## src/rtl/dx_issue_pkg.sv

```systemverilog
// Shared decode constants, field positions and state types for the DX issue stage
// and the units that reuse its source-register decoding.
package dx_issue_pkg;

   localparam int OP_HI  = 31;
   localparam int OP_LO  = 27;
   localparam int RD_HI  = 26;
   localparam int RD_LO  = 22;
   localparam int RS_HI  = 21;
   localparam int RS_LO  = 17;
   localparam int RT_HI  = 16;
   localparam int RT_LO  = 12;
   localparam int ALU_HI = 6;
   localparam int ALU_LO = 2;

   localparam logic [4:0] RTYPE = 5'b00000;
   localparam logic [4:0] J     = 5'b00001;
   localparam logic [4:0] BNE   = 5'b00010;
   localparam logic [4:0] JAL   = 5'b00011;
   localparam logic [4:0] JR    = 5'b00100;
   localparam logic [4:0] ADDI  = 5'b00101;
   localparam logic [4:0] BLT   = 5'b00110;
   localparam logic [4:0] SW    = 5'b00111;
   localparam logic [4:0] LW    = 5'b01000;
   localparam logic [4:0] SETX  = 5'b10101;
   localparam logic [4:0] BEX   = 5'b10110;

   localparam logic [4:0] MUL   = 5'b00110;
   localparam logic [4:0] DIV   = 5'b00111;

   // bex tests the status register implicitly
   localparam logic [4:0] R_STATUS = 5'd30;

   typedef enum logic {
      RUN     = 1'b0,
      MD_WAIT = 1'b1
   } state_t;

   typedef enum logic [1:0] {
      LD_FD     = 2'd0,
      LD_BUBBLE = 2'd1,
      LD_HOLD   = 2'd2
   } ld_sel_t;

   function automatic logic f_is_multdiv(input logic [31:0] insn);
      return (insn[OP_HI:OP_LO] == RTYPE) &&
             ((insn[ALU_HI:ALU_LO] == MUL) || (insn[ALU_HI:ALU_LO] == DIV));
   endfunction

endpackage

```

## src/rtl/dx_src_regs.sv

```systemverilog
// Combinational opcode -> source-register select and use-flag decode.
// Shared by the issue stage hazard check and the bypass unit.
module dx_src_regs
   import dx_issue_pkg::*;
(
   input  logic [31:0] i_insn,
   output logic [4:0]  o_src1,
   output logic        o_use1,
   output logic [4:0]  o_src2,
   output logic        o_use2
);

   logic [4:0] w_op;
   logic [4:0] w_rd;
   logic [4:0] w_rs;
   logic [4:0] w_rt;

   assign w_op = i_insn[OP_HI:OP_LO];
   assign w_rd = i_insn[RD_HI:RD_LO];
   assign w_rs = i_insn[RS_HI:RS_LO];
   assign w_rt = i_insn[RT_HI:RT_LO];

   always_comb begin
      o_src1 = '0;
      o_use1 = 1'b0;
      o_src2 = '0;
      o_use2 = 1'b0;
      case (w_op)
         RTYPE: begin
            o_src1 = w_rs;
            o_use1 = 1'b1;
            o_src2 = w_rt;
            o_use2 = 1'b1;
         end
         ADDI, LW: begin
            o_src1 = w_rs;
            o_use1 = 1'b1;
         end
         // stores and compares read the rd field as a source
         SW, BNE, BLT: begin
            o_src1 = w_rd;
            o_use1 = 1'b1;
            o_src2 = w_rs;
            o_use2 = 1'b1;
         end
         JR: begin
            o_src1 = w_rd;
            o_use1 = 1'b1;
         end
         BEX: begin
            o_src1 = R_STATUS;
            o_use1 = 1'b1;
         end
         default: begin
            o_use1 = 1'b0;
            o_use2 = 1'b0;
         end
      endcase
   end

endmodule

```

## src/rtl/dx_issue.sv

```systemverilog
// Decode-to-execute issue stage: DX latch with load-use bubbles, multdiv hold and
// redirect squash. One cycle FD->DX; stall_fd is combinational.
module dx_issue
   import dx_issue_pkg::*;
#(
   parameter int BUBBLE_CNT_W = 16
)(
   input  logic                    clock,
   input  logic                    reset,
   input  logic                    fd_valid,
   input  logic [31:0]             fd_insn,
   input  logic [31:0]             fd_pc,
   input  logic [31:0]             fd_a,
   input  logic [31:0]             fd_b,
   input  logic                    ex_redirect,
   input  logic                    md_ready,
   output logic                    dx_valid,
   output logic [31:0]             dx_insn,
   output logic [31:0]             dx_pc,
   output logic [31:0]             dx_a,
   output logic [31:0]             dx_b,
   output logic                    md_start,
   output logic                    stall_fd,
   output logic [BUBBLE_CNT_W-1:0] bubble_count
);

   state_t                  r_state;
   state_t                  w_state_nxt;
   ld_sel_t                 w_ld_sel;
   logic                    w_stall;
   logic                    w_bump;
   logic                    w_md_start_nxt;

   logic                    r_dx_valid;
   logic [31:0]             r_dx_insn;
   logic [31:0]             r_dx_pc;
   logic [31:0]             r_dx_a;
   logic [31:0]             r_dx_b;
   logic                    r_md_start;
   logic [BUBBLE_CNT_W-1:0] r_count;

   logic [4:0]              w_src1;
   logic [4:0]              w_src2;
   logic                    w_use1;
   logic                    w_use2;
   logic [4:0]              w_dx_op;
   logic [4:0]              w_dx_rd;
   logic                    w_hazard;
   logic                    w_fd_md;

   dx_src_regs u_src_regs (
      .i_insn (fd_insn),
      .o_src1 (w_src1),
      .o_use1 (w_use1),
      .o_src2 (w_src2),
      .o_use2 (w_use2)
   );

   assign w_dx_op = r_dx_insn[OP_HI:OP_LO];
   assign w_dx_rd = r_dx_insn[RD_HI:RD_LO];

   assign w_hazard = r_dx_valid && (w_dx_op == LW) && (w_dx_rd != 5'd0) && fd_valid &&
                     ((w_use1 && (w_src1 == w_dx_rd)) || (w_use2 && (w_src2 == w_dx_rd)));

   assign w_fd_md = fd_valid && f_is_multdiv(fd_insn);

   always_ff @(posedge clock or posedge reset) begin
      if (reset) begin
         r_state <= RUN;
      end else begin
         r_state <= w_state_nxt;
      end
   end

   // a completing multdiv falls through to the RUN decisions in the same cycle
   always_comb begin
      w_state_nxt = r_state;
      if (ex_redirect) begin
         w_state_nxt = RUN;
      end else if ((r_state == MD_WAIT) && !md_ready) begin
         w_state_nxt = MD_WAIT;
      end else if (w_hazard) begin
         w_state_nxt = RUN;
      end else if (w_fd_md) begin
         w_state_nxt = MD_WAIT;
      end else begin
         w_state_nxt = RUN;
      end
   end

   always_comb begin
      w_ld_sel       = LD_FD;
      w_stall        = 1'b0;
      w_bump         = 1'b0;
      w_md_start_nxt = 1'b0;
      if (ex_redirect) begin
         w_ld_sel = LD_BUBBLE;
      end else if ((r_state == MD_WAIT) && !md_ready) begin
         w_ld_sel = LD_HOLD;
         w_stall  = 1'b1;
         w_bump   = 1'b1;
      end else if (w_hazard) begin
         w_ld_sel = LD_BUBBLE;
         w_stall  = 1'b1;
         w_bump   = 1'b1;
      end else begin
         w_md_start_nxt = w_fd_md;
      end
   end

   always_ff @(posedge clock or posedge reset) begin
      if (reset) begin
         r_dx_valid <= 1'b0;
         r_dx_insn  <= '0;
         r_dx_pc    <= '0;
         r_dx_a     <= '0;
         r_dx_b     <= '0;
         r_md_start <= 1'b0;
         r_count    <= '0;
      end else begin
         case (w_ld_sel)
            LD_BUBBLE: begin
               r_dx_valid <= 1'b0;
               r_dx_insn  <= '0;
               r_dx_pc    <= '0;
               r_dx_a     <= '0;
               r_dx_b     <= '0;
            end
            LD_FD: begin
               r_dx_valid <= fd_valid;
               r_dx_insn  <= fd_valid ? fd_insn : 32'd0;
               r_dx_pc    <= fd_pc;
               r_dx_a     <= fd_a;
               r_dx_b     <= fd_b;
            end
            default: begin
               r_dx_valid <= r_dx_valid;
            end
         endcase
         r_md_start <= w_md_start_nxt;
         if (w_bump && (r_count != {BUBBLE_CNT_W{1'b1}})) begin
            r_count <= r_count + BUBBLE_CNT_W'(1);
         end
      end
   end

   assign dx_valid     = r_dx_valid;
   assign dx_insn      = r_dx_insn;
   assign dx_pc        = r_dx_pc;
   assign dx_a         = r_dx_a;
   assign dx_b         = r_dx_b;
   assign md_start     = r_md_start;
   assign stall_fd     = w_stall;
   assign bubble_count = r_count;

endmodule

```

## config.mk

```make
export PLATFORM = sky130hd
export DESIGN_NAME = dx_issue
export DESIGN_NICKNAME = d
export VERILOG_FILES = /design/src/rtl/dx_issue_pkg.sv /design/src/rtl/dx_src_regs.sv /design/src/rtl/dx_issue.sv
export SDC_FILE = /design/constraint.sdc
export NUM_CORES = 1
export LEC_CHECK = 0
export ABC_AREA = 1
export CAP_MARGIN = 20
export CORE_ASPECT_RATIO = 1.5
export CORE_UTILIZATION = 41
export DETAILED_ROUTE_END_ITERATION = 10
export PLACE_DENSITY_LB_ADDON = 0.25
export SYNTH_ARGS = -nofsm -noshare
export SYNTH_HDL_FRONTEND = slang
export SYNTH_HIERARCHICAL = 1
export SYNTH_SLANG_ARGS = --single-unit
export TNS_END_PERCENT = 20
```

## constraint.sdc

```tcl
create_clock -name clock -period 8.2 [get_ports clock]
set_input_delay 1.64 -clock clock [delete_from_list [all_inputs] [get_ports clock]]
set_output_delay 1.64 -clock clock [all_outputs]
set_load 0.05 [all_outputs]
```

Word-level counts from Yosys, hierarchy flattened --
Index checks and enable logic that the tools add are counted.
Storage, ports and cells: register bits after elaboration 147, input port bits 133, output and inout bits 147
Cells by class: add/subtract/negate cells 1, eq/ne operators 14, muxes and demuxes 23, reductions and logical operators 22
Operator list (number):
- $pmux W32 S2 | 4
- $mux W32 | 1
- $eq A5 B3 Y1 const B | 6
- $add A16 B1 Y16 const B | 1
- $ne A16 B16 Y1 const B | 1
- $pmux W5 S3 | 1
- $mux W1 | 13
- $eq A5 B4 Y1 const B | 2
- $eq A5 B5 Y1 | 2
- $logic_and A1 B1 Y1 | 10
- $pmux W5 S2 | 1
- $reduce_or A4 Y1 | 2
- $reduce_or A8 Y1 | 1
- $reduce_or A3 Y1 | 2
- $eq A5 B2 Y1 const B | 1
- $eq A5 B5 Y1 const B | 1
- $logic_not A5 Y1 | 1
- $reduce_bool A5 Y1 | 1
- $mux W2 | 2
- $eq A2 B1 Y1 const B | 1
- $logic_not A2 Y1 | 1
- $logic_or A1 B1 Y1 | 2
- $pmux W1 S2 | 1
- $reduce_bool A2 Y1 | 1
- $logic_not A1 Y1 | 1

Depth between registers and ports, before layout --
depth after elaboration 12, mapped depth 19

By module --
Netlist, hierarchy kept.
By module, submodules not included:
- dx_issue | instances 1, cells an instance 760, area an instance 6264.8 µm²
- dx_src_regs | instances 1, cells an instance 51, area an instance 269.0 µm²

Worst setup path after synthesis --
Ideal clock, no wire load.
path kind input to output, start input fd_insn[28], end output stall_fd, data arrival time 3.382 ns, required time 6.560 ns, slack 3.178 ns, cell stages on the path 14, path through inv_1 nor2_2 nand3_4 nand2_4 nand2_1 nand3_1 inv_1 nand2_1 nand2_1 nor2_1 nand3_1 nand2_1 nand2_2 a21oi_1
Between the ends: longest elaborated chain between the ends 10, elaborated cells between the ends (all ways) 26
RTL lines:
- from (decl) | line dx_issue.sv:11 | input logic [31:0] fd_insn,
- $eq A5 B3 Y1 (tied with other cells) | line dx_src_regs.sv:28 | case (w_op)
- $reduce_or A4 Y1 (no source line) / $reduce_or A3 Y1 (equally long branches)
- $pmux W5 S3 (*) | line dx_src_regs.sv:28
- via w_src1[4] | line dx_issue.sv:42 | logic [4:0] w_src1;
- $eq A5 B5 Y1 (*) | line dx_issue.sv:63 | ((w_use1 && (w_src1 == w_dx_rd)) || (w_use2 && (w_src2 == w_dx_rd)));
- $logic_and A1 B1 Y1 (*) | line dx_issue.sv:63
- $logic_or A1 B1 Y1 (*) | line dx_issue.sv:63
- $logic_and A1 B1 Y1 (*) | line dx_issue.sv:62 | assign w_hazard = r_dx_valid && (w_dx_op == LW) && (w_dx_rd != 5'd0) && fd_valid &&
- $mux W1 (*) | line dx_issue.sv:102 | end else if (w_hazard) begin
- $mux W1 (*) | line dx_issue.sv:98 | end else if ((r_state == MD_WAIT) && !md_ready) begin
- $mux W1 (*) | line dx_issue.sv:96 | if (ex_redirect) begin
- to (decl) | line dx_issue.sv:23 | output logic stall_fd,
Mark *: on every way through the listed nets, which the timed path passes. The rest lies on a longest branch.

Final worst setup path --
start input fd_insn[27], end output stall_fd
Between the ends: longest elaborated chain between the ends 10, elaborated cells between the ends (all ways) 26
RTL lines:
- $eq A5 B3 Y1 / $eq A5 B2 Y1 (equally long branches) | line dx_src_regs.sv:28
- $reduce_or A3 Y1
- $pmux W5 S2 (*) | line dx_src_regs.sv:28
- via w_src2[1] | line dx_issue.sv:43 | logic [4:0] w_src2;
- $eq A5 B5 Y1 (*) | line dx_issue.sv:63
- $logic_and A1 B1 Y1 (*) | line dx_issue.sv:63
- $logic_or A1 B1 Y1 (*) | line dx_issue.sv:63
- $logic_and A1 B1 Y1 (*) | line dx_issue.sv:62
- $mux W1 (*) | line dx_issue.sv:102
- $mux W1 (*) | line dx_issue.sv:98
- $mux W1 (*) | line dx_issue.sv:96
Marked as above.

==> reports/metrics.yaml <==
crit_required_ps: 6560
ys_ff_latch: 147
die_area_sq_mm: 0.0165
hold_depth: 2
post-cts-setup-buffer-count: 0
period_needed_ps: 6010
area_delta_synth_final_pct: 53.4
critPathKind: "primary input to output port"
io_buffer_count: 279
cts_resized: 0
path_clk_slew_ps: 70
synthDistinctLibCells: 29
worstHoldEndpoint: "dx_a[30]$_DFFE_PP0P_"
cts_tree: "built"
drv_cap: 0
clock_skew_ps: 11.8
finalWirelength_um: 19800
clkSinkCount: 147
grt_overflow: 0
utilization_pct: 64.1
row_count: 56
clockBufferDepth: 2
p_leak_uw: 0.00480
final_common_cell: "nand2_1"
grt_max_degree: 95
seq_area_frac_synth_pct: 56.3
synth.cell_area_sq_mm: 0.00653
stdcell_count: 1295
powerDensity_mw_per_mm2: 186
coreArea_sq_mm: 0.0156
synth_cells: 811
relSlewSlack_pct: 35.6
layout-drive-gt1-share_pct: 5.77
clockRootBuffer: "clkbuf_16"
drc: 0
reg2regPathDepth: 12
post-dp-hpwl_um: 14000
dr.pass1.iters: 5
grt_util_all_layers_pct: 24.2
antenna_found_initial: 1
post-route-period-util_pct: 73.3
place_inst: 1262
ir_drop_uv: 141
maxClockFrequency_mhz: 166
die_h_um: 157
grt_setup_unrepaired: "false"
final_cell_mix: "447 x nand2_1, 279 x clkdlybuf4s50_1, 147 x dfrtp_1"
cts_buffers: 17
min-delay-start: "dx_a[30]$_DFFE_PP0P_"
setup_viol: 0
grt_pass1_vias: 5805
r2r_slack_ps: 5150
vias: 6133
hold_viol: 0
tightest_slew_ps: 965
end_kind: "output port"
grt_first_pass_wirelength_um: 30600
wl_per_cell_um: 15.3
drt_iter0_markers: 310
outcome: "completed"
arrival_ps: 4370
ioPinCount: 280
cts_hold_buf: 0
drt-vias-per-instance: 4.74
syn_avg_cell_area_sq_um: 8.06
r2r_start: "dx_insn[26]$_DFFE_PP0P_"
final_nets: 1212
r2r_end: "dx_b[5]$_DFFE_PP0P_"
final.setup.tns_ps: 0
gp_congestion: 0.905
htreeDepth: 4
ys_warn_count: 6
hold_class: "register to register"
clock_latency_ps: 410
start_util_pct: 41.8
drtAntennaViolNets: 0
syn-num-nets: 945
crit_path_start_kind: "primary input"
die_x_um: 105
maxSlewViolCount: 0
path_max_fanout: 6
==> worst max-delay path, cell delays in order <==
cell and delay, ps:
clkdlybuf4s50_1 550, nor2_1 230, nand3_2 160, o22ai_1 230
inv_1 70, nand2_1 60, nand2_1 50, nor2_1 90
nand3_1 120, nand2_1 120, nand2_2 110, a21oi_1 140
clkdlybuf4s50_1 810
==> metrics by stage <==
stage          total power (uW)  cell area [sq um]  worst slack, ps  hold WS (ps)
2_1_floorplan               959               6530             2610           636
3_3_place_gp               1110               9430             2290           460
3_5_place_dp               1110               9430             2250           464
4_1_cts                    1880              10000             2230           480
5_1_grt                    1940              10000             1940           499
6_report                   1860              10000             2190           477
==> synth_stat cells, drive strengths merged <==
cell type / number / share of area, %
a21oi: 1 / 0.077
and2: 1 / 0.13
and3: 1 / 0.096
buf: 16 / 1.8
clkbuf: 19 / 1.1
clkinv: 1 / 0.057
dfrtp: 147 / 56
ha: 1 / 0.19
inv: 42 / 2.4
nand2: 452 / 26
nand3: 23 / 2.4
nand4: 18 / 1.8
nor2: 28 / 1.9
nor3: 7 / 0.54
nor4: 2 / 0.19
o21ai: 36 / 2.8
o22ai: 5 / 0.48
xnor2: 3 / 0.40
xor2: 8 / 1.1
==> power by group <==
part	switching, uW	leakage (uW)	internal (uW)
combinational	198	0.00259	125
clock	331	0.000276	436
sequential	17.7	0.00193	756
total	547	0.00480	1320
==> registers in the layout (all words and copies together), names as in the netlist <==
| signal | cells |
|---|---|
| dx_valid | 1 |
| md_start | 1 |
| dx_insn | 32 |
| dx_a | 32 |
| dx_pc | 32 |
| bubble_count | 16 |
| dx_b | 32 |
| r_state | 1 |
==> metal layers <==
layer  global-route usage, %  wire length [um]  vias up
met5                       0                 0        -
met4                    8.05               383        0
met3                    6.37              1240       24
met2                    43.6             10500      206
met1                    27.6              7670     2854
li1                        -                 -     3049
==> cell type report <==
type | count | area, sq um
Timing Repair Buffer | 283 | 2820
Clock buffer | 18 | 439
Sequential cell | 147 | 3680
Fill cell | 1320 | 5600
Clock inverter | 14 | 146
Multi-Input combinational cell | 586 | 2510
Tap cell | 203 | 254
Antenna cell | 1 | 2.50
Inverter | 43 | 166
==> kinds of logic (layout without fill, tap and decap cells) <==
logic type / Yosys count / after routing / share of synthesized area [%]
xor gates and xnor gates: 11 / 11 / 1.47
adders and majority gates: 1 / 1 / 0.191
DFF: 147 / 147 / 56.3
and+or+nand+nor: 532 / 532 / 33.3
AOI/OAI and AO/OA: 42 / 42 / 3.37
buffers and inverters: 78 / 358 / 5.36
other: 0 / 1 / 0
==> worst max path at each step <==
stage | startpoint | to | slack [ps] | cells past startpoint
final | fd_insn[27] | stall_fd | 2190 | 13
after global routing | fd_insn[28] | stall_fd | 1940 | 14
after CTS | fd_insn[27] | stall_fd | 2230 | 13
after detailed placement | fd_insn[28] | stall_fd | 2250 | 16
after global placement | fd_insn[28] | stall_fd | 2290 | 16
after floorplan | reset | bubble_count[0]$_DFFE_PP0P_ | 2610 | 1
Note: power is estimated with default switching activity, not from simulation.
